==> config.mk <==
export PLATFORM = sky130hd
export DESIGN_NAME = memory_loader
export DESIGN_NICKNAME = d
export VERILOG_FILES = /design/src/rtl/memory_loader_pkg.sv /design/src/rtl/memory_loader_fsm.sv /design/src/rtl/memory_loader.sv
export SDC_FILE = /design/constraint.sdc
export NUM_CORES = 1
export LEC_CHECK = 0
export BUFFER_PORTS_ARGS = -buffer_cell sky130_fd_sc_hd__buf_2
export CORE_UTILIZATION = 49
export CTS_CLUSTER_SIZE = 30
export DETAILED_ROUTE_END_ITERATION = 8
export GPL_TIMING_DRIVEN = 0
export PLACE_DENSITY = 0.77
export SLEW_MARGIN = 15
export SYNTH_ARGS = -nofsm -noshare
export SYNTH_HDL_FRONTEND = slang
export SYNTH_SLANG_ARGS = --single-unit
==> constraint.sdc <==
create_clock -name clk -period 2.21 [get_ports clk]
set_input_delay 0 -clock clk [delete_from_list [all_inputs] [get_ports clk]]
set_output_delay 0 -clock clk [all_outputs]
set_load 0.01 [all_outputs]
==> src/rtl/memory_loader_pkg.sv <==
// +----------------------------------------------------------------------------
// | memory_loader_pkg : shared states and frame constants for the operand path
// | Rev 1.0 - initial release
// +----------------------------------------------------------------------------
`default_nettype none

package memory_loader_pkg;

  localparam int DATA_W      = 8;
  localparam int ADDR_W      = 5;
  localparam int FILTER_BASE = 16;
  localparam int FRAME_LEN   = 25;

  typedef enum logic [1:0] {
    ST_IDLE  = 2'd0,
    ST_LOAD  = 2'd1,
    ST_CHECK = 2'd2,
    ST_DONE  = 2'd3
  } ml_state_t;

endpackage

`default_nettype wire

==> src/rtl/memory_loader_fsm.sv <==
// +----------------------------------------------------------------------------
// | memory_loader_fsm : frame state, element count, ready and abort decisions
// | Optional CHECK state under MEMORY_LOADER_CHECKSUM_EN
// | Rev 1.0 - initial release
// +----------------------------------------------------------------------------
`default_nettype none

module memory_loader_fsm #(
  parameter int ADDR_W    = memory_loader_pkg::ADDR_W,
  parameter int LAST_ADDR = memory_loader_pkg::FRAME_LEN - 1
) (
  input  logic              clk,
  input  logic              resetn,
  input  logic              i_valid,
  input  logic              i_sof,
  input  logic              i_busy,
`ifdef MEMORY_LOADER_CHECKSUM_EN
  input  logic              i_sum_ok,
`endif
  output logic              o_ready,
  output logic              o_write,
  output logic [ADDR_W-1:0] o_addr,
  output logic              o_done,
  output logic              o_abort
);
  import memory_loader_pkg::*;

  ml_state_t         r_state, w_state_nxt;
  logic [ADDR_W-1:0] r_count, w_count_nxt;
  logic              w_accept;

  always_ff @(posedge clk or negedge resetn) begin
    if (!resetn) begin
      r_state <= ST_IDLE;
      r_count <= '0;
    end else begin
      r_state <= w_state_nxt;
      r_count <= w_count_nxt;
    end
  end

  always_comb begin
    o_ready     = !i_busy && (r_state != ST_DONE);
    w_accept    = i_valid && o_ready;
    w_state_nxt = r_state;
    w_count_nxt = r_count;
    o_write     = 1'b0;
    o_addr      = r_count;
    o_done      = (r_state == ST_DONE);
    o_abort     = 1'b0;

    if (w_accept && i_sof) begin
      // A new start of frame always restarts at the tile origin
      o_write     = 1'b1;
      o_addr      = '0;
      w_count_nxt = ADDR_W'(1);
      w_state_nxt = ST_LOAD;
      o_abort     = (r_state == ST_LOAD) || (r_state == ST_CHECK);
    end else if (w_accept) begin
      case (r_state)
        ST_LOAD: begin
          o_write = 1'b1;
          if (r_count == ADDR_W'(LAST_ADDR)) begin
            w_count_nxt = '0;
`ifdef MEMORY_LOADER_CHECKSUM_EN
            w_state_nxt = ST_CHECK;
`else
            w_state_nxt = ST_DONE;
`endif
          end else begin
            w_count_nxt = r_count + ADDR_W'(1);
          end
        end
`ifdef MEMORY_LOADER_CHECKSUM_EN
        ST_CHECK: begin
          w_state_nxt = i_sum_ok ? ST_DONE : ST_IDLE;
          o_abort     = !i_sum_ok;
        end
`endif
        default: ;
      endcase
    end

    if (r_state == ST_DONE) begin
      w_state_nxt = ST_IDLE;
      w_count_nxt = '0;
    end
  end

endmodule

`default_nettype wire

==> src/rtl/memory_loader.sv <==
// +----------------------------------------------------------------------------
// | memory_loader : frames a byte stream into a 4x4 tile + 3x3 filter write burst
// | Optional trailing checksum byte under MEMORY_LOADER_CHECKSUM_EN
// | Rev 1.0 - initial release
// +----------------------------------------------------------------------------
`default_nettype none

module memory_loader #(
  parameter int DATA_W   = memory_loader_pkg::DATA_W,
  parameter int N_INPUT  = 16,
  parameter int N_FILTER = 9,
  parameter int ADDR_W   = memory_loader_pkg::ADDR_W
) (
  input  logic              clk,
  input  logic              resetn,
  input  logic [DATA_W-1:0] in_data,
  input  logic              in_valid,
  input  logic              in_sof,
  output logic              in_ready,
  input  logic              compute_busy,
  output logic              wr_en,
  output logic [ADDR_W-1:0] wr_addr,
  output logic [DATA_W-1:0] wr_data,
  output logic              load_done,
  output logic              frame_err
);

  logic              w_write;
  logic              w_abort;
  logic [ADDR_W-1:0] w_addr;
  logic              r_wr_en;
  logic [ADDR_W-1:0] r_wr_addr;
  logic [DATA_W-1:0] r_wr_data;
  logic              r_err;

`ifdef MEMORY_LOADER_CHECKSUM_EN
  logic [DATA_W-1:0] r_sum;
  logic              w_sum_ok;

  assign w_sum_ok = (r_sum == in_data);

  // Address 0 is only ever written by a start-of-frame byte, so it reseeds the sum
  always_ff @(posedge clk or negedge resetn) begin
    if (!resetn)
      r_sum <= '0;
    else if (w_write)
      r_sum <= (w_addr == '0) ? in_data : r_sum + in_data;
  end
`endif

  memory_loader_fsm #(
    .ADDR_W    (ADDR_W),
    .LAST_ADDR (N_INPUT + N_FILTER - 1)
  ) u_fsm (
    .clk      (clk),
    .resetn   (resetn),
    .i_valid  (in_valid),
    .i_sof    (in_sof),
    .i_busy   (compute_busy),
`ifdef MEMORY_LOADER_CHECKSUM_EN
    .i_sum_ok (w_sum_ok),
`endif
    .o_ready  (in_ready),
    .o_write  (w_write),
    .o_addr   (w_addr),
    .o_done   (load_done),
    .o_abort  (w_abort)
  );

  always_ff @(posedge clk or negedge resetn) begin
    if (!resetn) begin
      r_wr_en   <= 1'b0;
      r_wr_addr <= '0;
      r_wr_data <= '0;
      r_err     <= 1'b0;
    end else begin
      r_wr_en <= w_write;
      r_err   <= w_abort;
      if (w_write) begin
        r_wr_addr <= w_addr;
        r_wr_data <= in_data;
      end
    end
  end

  assign wr_en     = r_wr_en;
  assign wr_addr   = r_wr_addr;
  assign wr_data   = r_wr_data;
  assign frame_err = r_err;

endmodule

`default_nettype wire

==> summary.md, run 1 <==
| Metric | Value |
|---|---|
| Die W | ~47 um |
| Final total power | approximately 0.0011 W |
| Worst Path Max Fanout | 4 |
| Area occupied by multi-input gates | between 400 and 500 um^2 |
| CP Data Arrival Time | 2.08 ns |
| Most common cell after layout, fill and taps aside | nand2_1 |
| Worst r2r path cells | 6 |
| # setup viols final | 0 |
| Number of DRC markers in iteration 0 | 7 |
| Total GRT Usage | between 20 and 25% |
| Port Buf Inserts | 29 |
| Endpoint, Worst Hold | frame_err |
| Syn. warnings | 0 |
| I/O pin total | 30 |
| RSZ-0062 raised after global routing | false |
| Routed length per placed instance | roughly 11 um |
| Synth Area per Inst | about 9.5 um^2 |
| Worst Setup Slack, final | approximately 0.36 ns |
| Core Footprint | approximately 1800 um^2 |
| CTS Hold Bufs | 9 |
| Hold Path Class | input pin to register |
| Relative slew slack | between 60% and 70% |
| Post-Syn Area | 993 um^2 |
| Antenna violations before repair | 0 |
| Setup CP Type | register to register |
| Share of cells above drive strength 1 | 25.2% |
| MaxCap Viol Count | 0 |
| DP Area | around 1200 um^2 |
| Hold Worst Slack | around 0.025 ns |
| Largest net degree at the start of global routing | 23 |
| Dpl ws | 0.390 ns |
| WHS Path Cells | 2 |
| Setup Skew | 0.00426 ns |
| Post-CTS Setup Bufs | 0 |
| Worst hold start | in_valid |
| Final instance area | 1300 um^2 |
| Final hold vios | 0 |
| Die area | ~2200 um^2 |
| CP Launch Type | register |
| Comb pwr share | 27.7% |
| Psw | ~0.00035 W |
| Synthesized Nets | about 120 |
| Vias in the first global route | 770 |
| Main area contributors after synthesis | dfrtp_1 55%, nand2_1 12%, ha_1 5.0% |
| Post-synth ARST share | 100% |
| Post-synth EDFFs | 0 |
| Sequential share of power | a little over half |
| Clock slew at reported path FFs | ~0.12 ns |
| Internal | about 0.00073 W |
| Period minus WS final | around 1.8 ns |
| FF+latch area | around 550 um^2 |
| Most used DFF post-synth | dfrtp_1 |
| Rows | 15 |
| Yosys top cell area share | between 50% and 60% |
| Gr ovfl total | 0 |
| WL final | between 1500 and 2000 um |
| Synth Register Bits | 22 |
| FILL cells | between 150 and 200 |
| PwrDens | 829 nW/um^2 |
| Final net count | roughly 170 |
| Vias/cell | about 5 |
| First-pass DRT Iterations | 4 |
| Most frequent cells in the layout | 31 x nand2_1, 29 x buf_2, 22 x dfrtp_1 |
| Final max-slew violation count | 0 |
| Leak Pwr | approximately 0.67 nW |
| Area leader, netlist | dfrtp_1 |
| Slew at the pin closest to its max-slew limit | ~0.48 ns |
| H-tree Lvls | 1 |
| DR DRC count | 0 |
| FF-to-FF End | u_fsm.r_count[3] |
| Clk sinks | 22 |
| Clock tree buffer depth | 2 |
| HPWL after DPL | ~1400 um |
| Clk_lat worst skew | approximately 0.3 ns |
| Root Driver | clkbuf_4 |
| Area Overhead vs Synth | 30.5% |
| # resized after CTS | 0 |
| Initial Util | roughly 55% |
| Die Y-Extent | between 40 and 50 um |
| Post-synthesis sequential area ratio | a little under three fifths |
| Final antenna-violating net count | 0 |
| Total CTS buffers | 3 |
| Worst setup EP type | register |
| Status | finished, final reports clean |
| Reg2reg start | u_fsm.r_count[0] |
| Switch share | between 30% and 40% |
| Syn Inst Count | about 110 |
| R2R setup slack | approximately 0.36 ns |
| Via count | 860 |
| Clock power share | a little over 20% |
| First-pass GRT wire length | 3120 um |
| RD Place Congestion | about 0.81 |
| CTS tree | done |
| N_diodes | 0 |
| CP required | 2.44 ns |
| Final setup TNS | 0 ns |
| Maximum clock rate | 0.541 GHz |
| Crit share post-route | between 80% and 90% |
| Maximum VDD drop | ~0.5 mV |
| Cell variety after synth | 28 |
==> cell families (layout without fill, tap and decap cells) <==
group	count (synthesis)	after routing	synth area share (%)
AND/OR/NAND/NOR	52	52	25.2
flip-flops	22	22	55.4
AO/OA/AOI/OAI	18	18	11.0
buffers and inverters	9	51	3.40
adder cells (fa/ha/maj)	4	4	5.04
==> critical path, cell delays in order (launching register included) <==
cell and delay [ns]:
dfrtp_1 0.42, inv_1 0.10, ha_1 0.21, and4b_4 0.22, a21o_1 0.20, or4_1 0.47
a31oi_1 0.17
==> flip-flops by register name (all words and copies together) (netlist names) <==
| signal | cells |
|---|---|
| u_fsm.r_state | 2 |
| wr_en | 1 |
| wr_addr | 5 |
| frame_err | 1 |
| u_fsm.r_count | 5 |
| wr_data | 8 |
==> layer usage <==
| layer | up-vias | track usage, % | wire, um |
|---|---|---|---|
| li1 | 437 | - | - |
| met1 | 396 | 26.5 | 903 |
| met2 | 25 | 33.1 | 933 |
| met3 | 2 | 4.62 | 82 |
| met4 | 0 | 8.57 | 12 |
| met5 | - | 0 | 0 |
==> synthesized netlist by cell type, types with 2 or more instances <==
cell	instances
ha_1	4
a21oi_1	6
dfrtp_1	22
nand3_1	4
nor2_1	3
nand2_1	31
o21ai_0	5
inv_1	4
clkbuf_1	4
nand2b_1	3
o31ai_1	2
==> how the worst max path moves through the flow <==
stage	start	end	cells after the start
3_3_place_gp	u_fsm.r_count[0]	u_fsm.r_count[3]	6
5_1_grt	u_fsm.r_state[0]	u_fsm.r_count[0]	6
3_5_place_dp	u_fsm.r_count[0]	u_fsm.r_count[3]	6
2_1_floorplan	u_fsm.r_state[0]	u_fsm.r_count[0]	6
4_1_cts	u_fsm.r_count[0]	u_fsm.r_count[3]	6
6_report	u_fsm.r_count[0]	u_fsm.r_count[3]	6
==> cell type report <==
cell class                 instances  share of cell area (%)
buffer                             4                    1.16
sequential                        22                    42.5
multi-input combinational         74                    31.6
tap                               25                    2.41
inverter                           5                    1.45
timing repair buffer              38                    18.1
clock buffer                       4                    2.80
==> power by group through the flow <==
stage / clock (W) / sequential, W / combinational, W
floorplan: 0 / 0.000586 / 0.000151
global placement: 0 / 0.000564 / 0.000275
detailed placement: 0 / 0.000569 / 0.000288
CTS: 0.000227 / 0.000560 / 0.000302
global route: 0.000244 / 0.000574 / 0.000343
finish: 0.000217 / 0.000560 / 0.000297
==> stage by stage <==
stage / util [%] / std cells
after CTS: 71.2 / 172
final: 71.2 / 172
after global placement: 64.3 / 159
after global routing: 71.2 / 172
after detailed placement: 64.3 / 159
after floorplan: - / 105
Power figures use the tool's default switching activity.
==> run 2, diff against run 1 <==
Settings changed: ABC_AREA set to 1, CORE_UTILIZATION 49 to 45, PLACE_DENSITY 0.77 to 0.74.
Clock period 2.21 ns to 1.7 ns, I/O delays scaled along.
==> run 2 against run 1 <==
Against the previous run:
- via count is 3.4% higher
- sequential power is 51% higher
- critical path type unchanged
- largest power group is now combinational cells
- synthesized cell count is 7.6% higher
- critical path depth is 2 higher
- final cell count is 7.6% higher
- first-iteration DRC count is 29% higher
- non-clock buffer count is 1 higher
- core utilization is 4.5 points lower
- register-to-register slack worse by 0.22 ns
- hold slack better by 0.026 ns
- design area is 5.1% higher
- global-route usage is 0.16 points higher
==> summary.md, run 2 <==
| Metric | Value |
|---|---|
| Rows | 16 |
| Core Footprint | a little over 2000 um^2 |
| Vias in the first global route | roughly 830 |
| Clock power share | 18.9% |
| Post-synthesis compound-gate area fraction | approximately 7.4% |
| Syn Inst Count | roughly 110 |
| Maximum VDD drop | roughly 1.0 mV |
| Syn. warnings | 0 |
| Slew at the pin closest to its max-slew limit | 0.475 ns |
| Maximum clock rate | ~0.64 GHz |
| Post-synth EDFFs | 0 |
| H-tree Lvls | 1 |
| Total CTS buffers | 3 |
| Port Buf Inserts | 29 |
| Clk sinks | 22 |
| Antenna violations before repair | 0 |
| Clock slew at reported path FFs | 0.12 ns |
| CTS tree | done |
| Simple-gate share of the synthesized area | 25.8% |
| Root Driver | clkbuf_4 |
| Share of cells above drive strength 1 | about 28% |
| Main combinational cell family by area after synthesis | simple AND/OR/NAND/NOR gates |
| Worst hold start | in_sof |
| Clk_lat worst skew | 0.31 ns |
| Worst setup endpoint | wr_addr[0] |
| Crit share post-route | 91.6% |
| Psw | 0.000768 W |
| R2R setup slack | roughly 0.14 ns |
| CP Launch Type | register |
| Area leader, netlist | dfrtp_1 |
| Yosys top cell area share | 54.1% |
| Vias/cell | approximately 4.8 |
| Final max-slew violation count | 0 |
| Worst setup startpoint | u_fsm.r_state[0] |
| RD Place Congestion | around 0.84 |
| Via count | ~900 |
| Synth Area per Inst | about 9.0 um^2 |
| Most used DFF post-synth | dfrtp_1 |
| Comb pwr share | 40.7% |
| CP required | approximately 1.9 ns |
| RSZ-0062 raised after global routing | false |
| Worst setup EP type | register |
| Largest net degree at the start of global routing | 23 |
| Post-synthesis sequential area ratio | 54.1% |
| FILL cells | about 170 |
| MaxCap Viol Count | 0 |
| Die Y-Extent | about 50 um |
| Post-Syn Area | 1020 um^2 |
| Setup Skew | 0.00481 ns |
| Final setup TNS | 0 ns |
| Worst Path Max Fanout | 10 |
| Status | finished, final reports clean |
| Synthesized Nets | 130 |
| Main area contributors after synthesis | dfrtp_1 54%, nand2_1 13%, ha_1 4.9% |
| Most common cell after layout, fill and taps aside | nand2_1 |
| Leak Pwr | 0.754 nW |
| Switch share | a little under two fifths |
| Cell variety after synth | 17 |
| Most frequent cells in the layout | 36 x nand2_1, 29 x buf_2, 22 x dfrtp_1 |
| Area Overhead vs Synth | 33.8% |
| Xor/xnor cell area share of the yosys netlist | 0% |
| Setup CP Type | register to register |
| First-pass GRT wire length | 3700 um |
| Die area | between 2000 and 2500 um^2 |
| N_diodes | 0 |
| HPWL after DPL | 1410 um |
| Area occupied by multi-input gates | between 300 and 400 um^2 |
| Final hold vios | 0 |
| Post-synth ARST share | 100% |
| Die W | roughly 50 um |
| CP Data Arrival Time | around 1.8 ns |
| Relative slew slack | 68.3% |
| Multiplexer share of the synthesized area | 0% |
| Worst r2r path cells | 8 |
| Total GRT Usage | around 21% |
| Internal | between 0.001 and 0.0015 W |
| Clock tree buffer depth | 2 |
| DR DRC count | 0 |
| WL final | between 2000 and 2500 um |
| Sequential share of power | between 40% and 50% |
| Gr ovfl total | 0 |
| Final antenna-violating net count | 0 |
| PwrDens | about 1500 nW/um^2 |
| # resized after CTS | 0 |
| Initial Util | around 50% |
| Number of DRC markers in iteration 0 | 9 |
| Synth Area in Adders | under 10% |
| # setup viols final | 0 |
| Routed length per placed instance | between 10 and 15 um |
| Commonest cells in the netlist | 36 x nand2_1, 22 x dfrtp_1, 13 x inv_1 |
| Hold Path Class | input pin to register |
| Largest register FFs | 8 |
| Synth Register Bits | 22 |
| Most numerous cell in the Yosys netlist | nand2_1 |
| I/O pin total | 30 |
| Final total power | 0.00208 W |
| FF-to-FF End | wr_addr[0] |
| First-pass DRT Iterations | 4 |
| FF+latch area | between 500 and 600 um^2 |
| Reg2reg start | u_fsm.r_state[0] |
| Period minus WS final | between 1.5 and 2 ns |
| Final net count | 176 |
-- run 2: final cells by class --
type	count	share of cell area, %
clock inverters	1	2.20
well taps	27	2.48
flip-flops and latches	22	40.4
clock buffers	3	1.65
inverters	14	4.22
multi-input cells	75	28.5
plain buffers	2	1.65
repair buffers	41	18.9
-- run 2: what timing repair did --
| item | CTS | global route |
|---|---|---|
| setup buffers | 0 | 3 |
| endpoints found under the hold margin | 30 | 0 |
| setup endpoints to repair | 0 | 1 |
| hold buffers | 9 | 0 |
-- run 2: worst max-delay path, cell delays in order (launching register included) --
cell and delay, ns:
dfrtp_1 0.42, ha_1 0.28, nor2_4 0.17, nand3_4 0.17
clkinv_4 0.09, buf_6 0.12, o21ai_0 0.07, o21ai_0 0.08
inv_1 0.05
-- run 2: how the worst min path moves through the flow --
stage	to	slack [ns]	depth (start not counted)
2_1_floorplan	frame_err	-0.30	0
3_3_place_gp	u_fsm.r_state[0]	-0.01	1
3_5_place_dp	frame_err	-0.01	1
4_1_cts	wr_addr[2]	0.03	4
5_1_grt	wr_addr[1]	0.05	4
6_report	wr_addr[1]	0.05	4
-- run 2: through the flow --
step	instance area [um^2]	worst slack [ns]	instances	hold slack (ns)	util, %
6_report	1360	0.143	185	0.0512	66.7
3_5_place_dp	1200	0.134	169	-0.0103	58.6
2_1_floorplan	1020	0.203	113	-0.296	-
3_3_place_gp	1200	0.180	169	-0.0144	58.6
4_1_cts	1340	0.122	182	0.0276	65.6
5_1_grt	1360	0.0143	185	0.0515	66.7
-- run 2: cells by family (layout without fill, tap and decap cells) --
family / count (synthesis) / in the layout
simple gates: 56 / 56
flops: 22 / 22
buf+inv: 16 / 61
compound gates: 15 / 15
fa+ha+maj: 4 / 4
-- run 2: power groups by stage --
stage | Combinational, W | Sequential, W | Clock [W]
final | 0.000848 | 0.000843 | 0.000394
after global routing | 0.000966 | 0.000874 | 0.000429
after CTS | 0.000828 | 0.000841 | 0.000410
after detailed placement | 0.000811 | 0.000850 | 0
after global placement | 0.000787 | 0.000846 | 0
after floorplan | 0.000445 | 0.000928 | 0
-- run 2: layer usage --
layer	share of wire (%)	vias up	GRT usage [%]	routed length, um
met5	0	-	0	0
met3	4.6	4	2.78	103
li1	-	446	-	-
met4	2.1	0	10.5	47
met1	45	411	25.5	1020
met2	48	28	34.7	1070
